$ cat config.mk
export PLATFORM = sky130hd
export DESIGN_NAME = mux8_1_dataflow_flat
export DESIGN_NICKNAME = d
export VERILOG_FILES = /design/src/rtl/mux8_1_dataflow_if.sv /design/src/rtl/mux8_1_dataflow.sv /design/src/flat_wrapper.sv
export SDC_FILE = /design/constraint.sdc
export NUM_CORES = 1
export LEC_CHECK = 0
export ABC_AREA = 1
export BUFFER_PORTS_ARGS = -buffer_cell sky130_fd_sc_hd__buf_2
export CAP_MARGIN = 40
export CORE_AREA = 4 4 41 43
export DETAILED_ROUTE_END_ITERATION = 12
export DIE_AREA = 0 0 45 47
export PLACE_DENSITY = 0.48
export SYNTH_ARGS = -nofsm -noshare
export SYNTH_HDL_FRONTEND = slang
export SYNTH_SLANG_ARGS = --single-unit
export TNS_END_PERCENT = 1
$ cat constraint.sdc
create_clock -name clk -period 0.8 [get_ports clk]
set_input_delay 0.16 -clock clk [delete_from_list [all_inputs] [get_ports clk]]
set_output_delay 0.16 -clock clk [all_outputs]
set_load 0.02 [all_outputs]
$ cat src/rtl/mux8_1_dataflow_if.sv
// Bundle of the eight data inputs, select bits and mux outputs.
// No timing of its own: carries combinational and registered mux signals.
// No backpressure: the mux accepts every input every cycle.
interface mux8_1_dataflow_if #(
  parameter int WIDTH = 1
);
  logic [WIDTH-1:0] i0;
  logic [WIDTH-1:0] i1;
  logic [WIDTH-1:0] i2;
  logic [WIDTH-1:0] i3;
  logic [WIDTH-1:0] i4;
  logic [WIDTH-1:0] i5;
  logic [WIDTH-1:0] i6;
  logic [WIDTH-1:0] i7;
  logic             s0;
  logic             s1;
  logic             s2;
  logic [WIDTH-1:0] y;
  logic [WIDTH-1:0] y_q;
  logic [7:0]       sel_onehot;

  // Side that supplies data/select and observes the result.
  modport master (
    output i0, i1, i2, i3, i4, i5, i6, i7, s0, s1, s2,
    input  y, y_q, sel_onehot
  );

  // The multiplexer itself.
  modport slave (
    input  i0, i1, i2, i3, i4, i5, i6, i7, s0, s1, s2,
    output y, y_q, sel_onehot
  );
endinterface

$ cat src/rtl/mux8_1_dataflow.sv
// 8-to-1 sum-of-products mux with one-hot select decode and a registered copy.
// Latency: y and sel_onehot are combinational; y_q lags y by one clk edge.
// Backpressure: none; a new selection is taken every cycle.
module mux8_1_dataflow #(
  parameter int WIDTH = 1
) (
  input logic                clk,
  input logic                rst,
  mux8_1_dataflow_if.slave   bus
);

  logic [2:0]       sel;
  logic [7:0]       minterm;
  logic [WIDTH-1:0] y_int;

  // s2 is the MSB of the select index.
  assign sel = {bus.s2, bus.s1, bus.s0};

  // One minterm per select code; together they cover all eight codes.
  assign minterm[0] = ~bus.s2 & ~bus.s1 & ~bus.s0;
  assign minterm[1] = ~bus.s2 & ~bus.s1 &  bus.s0;
  assign minterm[2] = ~bus.s2 &  bus.s1 & ~bus.s0;
  assign minterm[3] = ~bus.s2 &  bus.s1 &  bus.s0;
  assign minterm[4] =  bus.s2 & ~bus.s1 & ~bus.s0;
  assign minterm[5] =  bus.s2 & ~bus.s1 &  bus.s0;
  assign minterm[6] =  bus.s2 &  bus.s1 & ~bus.s0;
  assign minterm[7] =  bus.s2 &  bus.s1 &  bus.s0;

  // AND-OR network: each input gated by its minterm, then ORed together.
  assign y_int = ({WIDTH{minterm[0]}} & bus.i0)
               | ({WIDTH{minterm[1]}} & bus.i1)
               | ({WIDTH{minterm[2]}} & bus.i2)
               | ({WIDTH{minterm[3]}} & bus.i3)
               | ({WIDTH{minterm[4]}} & bus.i4)
               | ({WIDTH{minterm[5]}} & bus.i5)
               | ({WIDTH{minterm[6]}} & bus.i6)
               | ({WIDTH{minterm[7]}} & bus.i7);

  assign bus.y          = y_int;
  assign bus.sel_onehot = minterm;

  // Registered copy of y; synchronous reset wins over the load.
  always_ff @(posedge clk) begin
    if (rst) begin
      bus.y_q <= '0;
    end else begin
      bus.y_q <= y_int;
    end
  end

  // sel is kept as a readable index for debug views alongside the minterms.
  logic unused_sel;
  assign unused_sel = ^sel;

endmodule

$ cat src/flat_wrapper.sv
// flat-port wrapper written by rule: the top's interface ports become plain ports
module mux8_1_dataflow_flat 
#(
  parameter int WIDTH = 1
)
  (clk, rst, bus_i0, bus_i1, bus_i2, bus_i3, bus_i4, bus_i5, bus_i6, bus_i7, bus_s0, bus_s1, bus_s2, bus_y, bus_y_q, bus_sel_onehot);
  mux8_1_dataflow_if #(.WIDTH(WIDTH)) bus_i ();
  input logic clk;
  input logic rst;
  input wire logic [$bits(bus_i.i0)-1:0] bus_i0;
  input wire logic [$bits(bus_i.i1)-1:0] bus_i1;
  input wire logic [$bits(bus_i.i2)-1:0] bus_i2;
  input wire logic [$bits(bus_i.i3)-1:0] bus_i3;
  input wire logic [$bits(bus_i.i4)-1:0] bus_i4;
  input wire logic [$bits(bus_i.i5)-1:0] bus_i5;
  input wire logic [$bits(bus_i.i6)-1:0] bus_i6;
  input wire logic [$bits(bus_i.i7)-1:0] bus_i7;
  input wire logic [$bits(bus_i.s0)-1:0] bus_s0;
  input wire logic [$bits(bus_i.s1)-1:0] bus_s1;
  input wire logic [$bits(bus_i.s2)-1:0] bus_s2;
  output wire logic [$bits(bus_i.y)-1:0] bus_y;
  output wire logic [$bits(bus_i.y_q)-1:0] bus_y_q;
  output wire logic [$bits(bus_i.sel_onehot)-1:0] bus_sel_onehot;
  assign bus_i.i0 = bus_i0;
  assign bus_i.i1 = bus_i1;
  assign bus_i.i2 = bus_i2;
  assign bus_i.i3 = bus_i3;
  assign bus_i.i4 = bus_i4;
  assign bus_i.i5 = bus_i5;
  assign bus_i.i6 = bus_i6;
  assign bus_i.i7 = bus_i7;
  assign bus_i.s0 = bus_s0;
  assign bus_i.s1 = bus_s1;
  assign bus_i.s2 = bus_s2;
  assign bus_y = bus_i.y;
  assign bus_y_q = bus_i.y_q;
  assign bus_sel_onehot = bus_i.sel_onehot;
  mux8_1_dataflow #(.WIDTH(WIDTH)) u_core (.clk(clk), .rst(rst), .bus(bus_i));
endmodule
* Yosys cells after proc, flatten, opt, wreduce, memory -nomap -nowiden
Index checks and enable logic that the tools add are counted.
** Word-level totals
- Register bits :: 1
- Word-level logic and storage cells :: 31
- Input port bits :: 13
- Output and inout bits :: 10
** Operators by class
- Bitwise gates (word level) :: 30
** Operators by type and width (count)
- $and 1x1->1 :: 20
- $or 1x1->1 :: 7
- $not 1->1 :: 3

* Longest topological paths before layout
Gate-level depths: netlist (run 1).
- Word-level depth :: 11
- Gate-level depth with buffers :: 6

* Worst setup path before layout (run 1)
OpenSTA, ideal clock, no wires.
- Path kind :: in2out
- From :: in bus_s1
- To :: out bus_sel_onehot[6]
- Arrival time :: 0.828 ns
- Setup slack :: -0.188 ns
- Stages on the path :: 3
- Path through :: buf_6 -> inv_2 -> nor3_1
** Between the ends
- Word-level cells in the longest chain between the ends :: 2
** RTL lines
- from (decl) :: line flat_wrapper.sv:19 : input wire logic [$bits(bus_i.s1)-1:0] bus_s1;
- $and 1x1->1 (2 in series) :: line mux8_1_dataflow.sv:26 : assign minterm[6] = bus.s2 & bus.s1 & ~bus.s0;
- to (decl) :: line flat_wrapper.sv:23 : output wire logic [$bits(bus_i.sel_onehot)-1:0] bus_sel_onehot;
Every way passes these cells.

* Final worst setup path (run 1)
- From :: in bus_s1
- To :: out bus_y
** Between the ends
- Word-level cells in the longest chain between the ends :: 11
- Elaborated cells on any way between the ends :: 28
- Classes of those cells :: 28 x bitwise
** RTL lines
- $not 1->1
- $and 1x1->1 :: line mux8_1_dataflow.sv:20, mux8_1_dataflow.sv:21
- $and 1x1->1 (on tied branches) :: line mux8_1_dataflow.sv:20, mux8_1_dataflow.sv:21
- $and 1x1->1 (on tied branches) :: line mux8_1_dataflow.sv:30, mux8_1_dataflow.sv:31
- $or 1x1->1 :: line mux8_1_dataflow.sv:31 : | ({WIDTH{minterm[1]}} & bus.i1)
- $or 1x1->1 :: line mux8_1_dataflow.sv:32 : | ({WIDTH{minterm[2]}} & bus.i2)
- $or 1x1->1 :: line mux8_1_dataflow.sv:33 : | ({WIDTH{minterm[3]}} & bus.i3)
- $or 1x1->1 :: line mux8_1_dataflow.sv:34 : | ({WIDTH{minterm[4]}} & bus.i4)
- $or 1x1->1 :: line mux8_1_dataflow.sv:35 : | ({WIDTH{minterm[5]}} & bus.i5)
- $or 1x1->1 :: line mux8_1_dataflow.sv:36 : | ({WIDTH{minterm[6]}} & bus.i6)
- $or 1x1->1 (*) :: line mux8_1_dataflow.sv:37 : | ({WIDTH{minterm[7]}} & bus.i7);
- to (decl) :: line flat_wrapper.sv:21 : output wire logic [$bits(bus_i.y)-1:0] bus_y;
Every way passes the cells marked *; elsewhere a longest branch is shown, timed or not.

==> results of run 1 <==
## power by group
part | leakage (nW) | switching, mW | internal (mW)
logic | 0.243 | 0.131 | 0.143
registers | 0.00829 | 0.000709 | 0.0554
clock network | 0 | 0 | 0
## final cells by class
cell class / instances / share of cell area
multi-input combinational: 25 / 0.3575
sequential: 1 / 0.04000
timing repair buffer: 33 / 0.5175
tap: 15 / 0.03750
inverter: 3 / 0.04750
## what timing repair did
item                                    4_1_cts  5_1_grt
pin swaps                                     4        2
gates resized for setup                      26        1
buffers inserted                              0        1
endpoints found under the setup margin       10       10
hold buffers                                  0        0
## cells in the mapped netlist
cell     count
inv_4        2
nand4_1      6
nor3_1       8
nor2_4       1
inv_2        1
a21oi_2      1
nand2_1      5
nand3_1      2
nor2_2       2
buf_6        3
dfxtp_1      1
## worst paths after layout
| kind | from | to | slack, ns | cells after the start |
|---|---|---|---|---|
| max | bus_s1 | bus_y | -0.12 | 7 |
| min | rst | u_core.bus.y_q | 0.32 | 2 |
## cell families after synthesis
family                 share of synthesized area
buffers and inverters                     0.2395
and+or+nand+nor                           0.6228
AOI/OAI and AO/OA                        0.04192
DFF                                      0.09581
## through the flow
stage | hold WS [ns] | setup TNS, ns | power (mW)
floorplan | 0.2224 | -0.6706 | 0.1871
global placement | 0.3204 | -2.062 | 0.2774
detailed placement | 0.3199 | -2.115 | 0.2781
CTS | 0.3204 | -0.9052 | 0.3279
global route | 0.3247 | -1.318 | 0.3521
finish | 0.3197 | -0.8647 | 0.3302
## metal layers
| layer | global-route usage | vias to the layer above |
|---|---|---|
| met2 | 0.1130 | 13 |
| met5 | 0 | - |
| met1 | 0.09910 | 142 |
| met4 | 0 | 0 |
| li1 | - | 178 |
| met3 | 0.003831 | 0 |
## critical path: cells and delay by family
family,cells,cell delay (ns)
and+or+nand+nor,4,0.33
buffers and inverters,3,0.28
==> summary.txt, run 1 <==
Run status
  – Status: complete, but fails checks
  – Failing checks: negative setup slack

Synthesis
  – Syn avg cell area: roughly 6.5 µm²
  – Synth top area cells: nor3_1 19%, nand4_1 18%, buf_6 16%
  – Mapped Cells: 32
  – Dominant cell type by area after synthesis: nor3_1
  – Synth Warn #: 0
  – Syn Std Cell Area: 209.0 µm²
  – FF+latch count, synth: 1
  – Post-synthesis cell type count: 11
  – Synthesized net count: between 40 and 50
  – Share of the synthesized area in the top cell type: 0.1916
  – Sequential-to-total area share from yosys stat: 0.09581

Critical path
  – Slowest-stage cell, CP: buf_6
  – Crit start category: primary input
  – Most frequent CP cell: nand2_1
  – Crit path arrival time: roughly 0.76 ns
  – Setup crit end kind: output pin
  – Req. time, crit path: between 0.6 and 0.7 ns
  – WS Path Type: in2out
  – Critical-path cell list: buf_12 -> inv_4 -> nand4_1 -> nand2_1 -> nor2_2 -> nand2_1 -> buf_6
  – Largest fanout on the critical path: 8
  – Slowest stage delay, CP: roughly 0.13 ns

Timing
  – Fin crit share: 1.150
  – Endpoints failing hold: 0
  – Unrepaired setup endpoints after global routing: yes
  – Worst-margin pin slew: around 0.14 ns
  – Final Max Tran Viols: 0
  – Endpoints failing setup: 10
  – Slew HR: 0.9094
  – Fmax: around 1.1 GHz
  – Final period demand of the worst path: 0.9202 ns
  – Setup ws final: -0.1202 ns

Floorplanning
  – Num rows: 13
  – Initial Util: 0.1606
  – Die Area: between 0.002 and 0.0025 mm²
  – Core Region: about 0.0013 mm²
  – IO Pins: 23
  – Die height: approximately 47 µm
  – Die W: 45 µm

Placement
  – GP Congestion: between 0.6 and 0.7
  – Post-DP Area: 404.1 µm²
  – Post-detail-place hpwl: roughly 600 µm
  – I/O Buffers: 22
  – Placed cells: 76
  – Place WS: -0.2675 ns

Worst hold path
  – Hold crit path type: in2reg

Route
  – Initial drt markers: 1
  – Via count: roughly 330
  – DR vias/cell: about 4.3
  – First drt pass iteration count: 2
  – Uppermost layer routed: met3
  – Final WL: roughly 730 µm
  – Metal3 WL: about 45 µm
  – Metal-1 WL: between 300 and 400 µm
  – DRC: 0
  – Post-route ant nets: 0
  – Metal2 WL: 373 µm
  – WL per Instance: 9.429 µm

Job
  – Maxcap violations: 0

Cells and area
  – Ant. Diodes: 0
  – Cell Count, Final, Fillers Out: 77
  – Number of fillers in the final layout: ~150
  – Design Area, Final: ~500 µm²
  – Top Registers: u_core.bus.y_q (1)
  – Layout area overhead: 139.5%
  – Fin nets: between 70 and 80
  – Multi-input gate area: about 180 µm²
  – FF+latch area: about 20 µm²
  – Core Util, Final: 0.3846
  – Share of layout cells above drive strength 1: 0.7742
  – Biggest register: u_core.bus.y_q
  – Max FFs per register: 1
  – Commonest non-fill, non-tap cell in the layout: buf_4
  – Commonest non-fill, non-tap cells in the layout: 19 x buf_4, 10 x buf_2, 8 x nor3_2

Global routing
  – Largest net degree at the start of global routing: 9
  – First-pass GRT wire length: approximately 1200 µm
  – Initial antenna violation count: 0
  – GRT Total Usage: 0.06693
  – Vias in the first global route: a little under 300
  – Total gr overflow: 0

Pwr
  – Max VDD drop: between 0.2 and 0.25 mV
  – PD cells: 659.8 mW/mm²
  – Leak: 0.2509 nW

CTS
  – Clock-pin slew on the worst setup and hold paths: 0 ns
Power figures use the tool's default switching activity.
==> inputs of run 2 (changes only) <==
==> constraint.sdc (replaced) <==
create_clock -name clk -period 0.8 [get_ports clk]
set_input_delay 0.12 -clock clk [delete_from_list [all_inputs] [get_ports clk]]
set_output_delay 0.12 -clock clk [all_outputs]
set_load 0.02 [all_outputs]
==> summary.txt, run 2 (synthesized netlist as in run 1, its figures left out) <==
Route
  – Post-route ant nets: 0
  – Initial drt markers: 0
  – Via count: between 300 and 400
  – DRC: 0
  – Final WL: approximately 800 µm
  – First drt pass iteration count: 1
  – DR vias/cell: about 4.3
  – WL per Instance: ~11 µm

Timing
  – Fin crit share: 1.044
  – Fmax: 1.198 GHz
  – Final period demand of the worst path: 0.8349 ns
  – Setup ws final: -0.03487 ns
  – Final Max Tran Viols: 0
  – Worst-margin pin slew: 0.1409 ns
  – Unrepaired setup endpoints after global routing: yes
  – Endpoints failing setup: 8
  – Endpoints failing hold: 0
  – Slew HR: 0.9055

Critical path
  – Buf/Inv on CP: 3
  – Critical path's top delay family: buffers and inverters
  – Slowest-stage cell, CP: nor3_2
  – Crit path arrival time: roughly 0.71 ns
  – Critical-path cell list: buf_12 -> buf_4 -> nor3_2 -> buf_4
  – Largest fanout on the critical path: 8
  – Crit start category: primary input
  – Req. time, crit path: between 0.6 and 0.7 ns
  – Most frequent CP cell: buf_4
  – Slowest stage delay, CP: between 0.15 and 0.2 ns
  – WS Path Type: in2out
  – Setup crit end kind: output pin

Floorplanning
  – Die height: between 40 and 50 µm
  – Core Region: about 0.0013 mm²
  – Num rows: 13
  – Die W: ~45 µm
  – Die Area: roughly 0.0021 mm²
  – Initial Util: 0.1606
  – IO Pins: 23

Placement
  – Post-detail-place hpwl: 604.9 µm
  – GP Congestion: about 0.6
  – I/O Buffers: 22
  – Placed cells: 72

Cells and area
  – Number of fillers in the final layout: roughly 140
  – Max FFs per register: 1
  – Fin nets: 74
  – Layout area overhead: 155.1%
  – Ant. Diodes: 0
  – Biggest register: u_core.bus.y_q
  – Commonest non-fill, non-tap cells in the layout: 12 x buf_4, 11 x buf_2, 6 x nor3_2, 6 x nand4_1, 5 x nand2_1
  – Commonest non-fill, non-tap cell in the layout: buf_4
  – Share of layout cells above drive strength 1: 0.7458
  – Cell Count, Final, Fillers Out: 74
  – Top Registers: u_core.bus.y_q (1)

CTS
  – Post-CTS setup buffer count: 0
  – Clock-pin slew on the worst setup and hold paths: 0 ns
  – Hold buffer count at CTS: 0

Global routing
  – Total gr overflow: 0
  – GRT Total Usage: 0.07244
  – Vias in the first global route: 307
  – First-pass GRT wire length: around 1200 µm
  – Largest net degree at the start of global routing: 10
  – Initial antenna violation count: 0

Pwr
  – PD cells: approximately 660 mW/mm²
  – Logic gate share of total power: 0.841
  – Register share of total power: 0.159
  – Switching share of total power: 0.3814
  – P_sw: between 0.1 and 0.15 mW
  – Leak: between 0.2 and 0.3 nW
  – Clock power share: 0
  – Max VDD drop: around 0.21 mV
  – PnR Total Power: 0.3524 mW
  – Int Pwr: between 0.2 and 0.25 mW

Worst hold path
  – Hold crit path type: in2reg

Job
  – Maxcap violations: 0

Run status
  – Status: complete, but fails checks
  – Failing checks: negative setup slack
run 2: changes by cell type in the layout (fill, tap and decap cells not counted), sizes merged:
cell    previous run  this run
buf               33        28
bufbuf             0         1
clkbuf             0         1
run 2: layout make-up:
class | instances | area [µm²] | area share
timing repair buffer | 30 | 285.3 | 0.5352
tap | 15 | 18.77 | 0.03521
sequential | 1 | 20.02 | 0.03756
multi-input combinational | 25 | 180.2 | 0.3380
inverter | 3 | 28.78 | 0.05399
run 2: timing repair:
| item | CTS | global route |
|---|---|---|
| cloned | 1 | 1 |
| endpoints found under the hold margin | 0 | 0 |
| resized for setup | 27 | 8 |
| pin swaps | 9 | 6 |
| endpoints found under the setup margin | 10 | 9 |
run 2: layer usage:
layer / up-vias / routed length (µm) / GRT usage
li1: 168 / - / -
met1: 137 / 358 / 0.1014
met2: 14 / 374 / 0.1271
met3: 0 / 61 / 0.007663
met4: 0 / 0 / 0
met5: - / 0 / 0
run 2: power groups by stage:
stage / Sequential, mW / Clock [mW] / Combinational [mW]
after detailed placement: 0.0561 / 0 / 0.199
final: 0.0561 / 0 / 0.296
after global routing: 0.0562 / 0 / 0.320
after floorplan: 0.0623 / 0 / 0.115
after CTS: 0.0561 / 0 / 0.273
after global placement: 0.0560 / 0 / 0.196
run 2: path summary, 6_finish.rpt:
| path | cells after the start | endpoint | start | slack [ns] |
|---|---|---|---|---|
| worst max-delay path | 4 | bus_sel_onehot[5] | bus_s1 | -0.03 |
| worst min-delay path | 2 | u_core.bus.y_q | rst | 0.28 |
run 2: through the flow:
step                      utilization  setup WS, ns  hold slack [ns]  setup TNS (ns)  instance area (µm²)
after global placement         0.2683       -0.1779           0.2817          -1.410                349.1
final                          0.4096      -0.03487           0.2805         -0.1297                533.0
after global routing           0.4096      -0.09621           0.2956         -0.4832                533.0
after detailed placement       0.2683       -0.1965           0.2831          -1.491                349.1
after CTS                      0.3654      -0.04400           0.2831         -0.2787                475.5
after floorplan                     -       -0.1077           0.1824         -0.6802                209.0
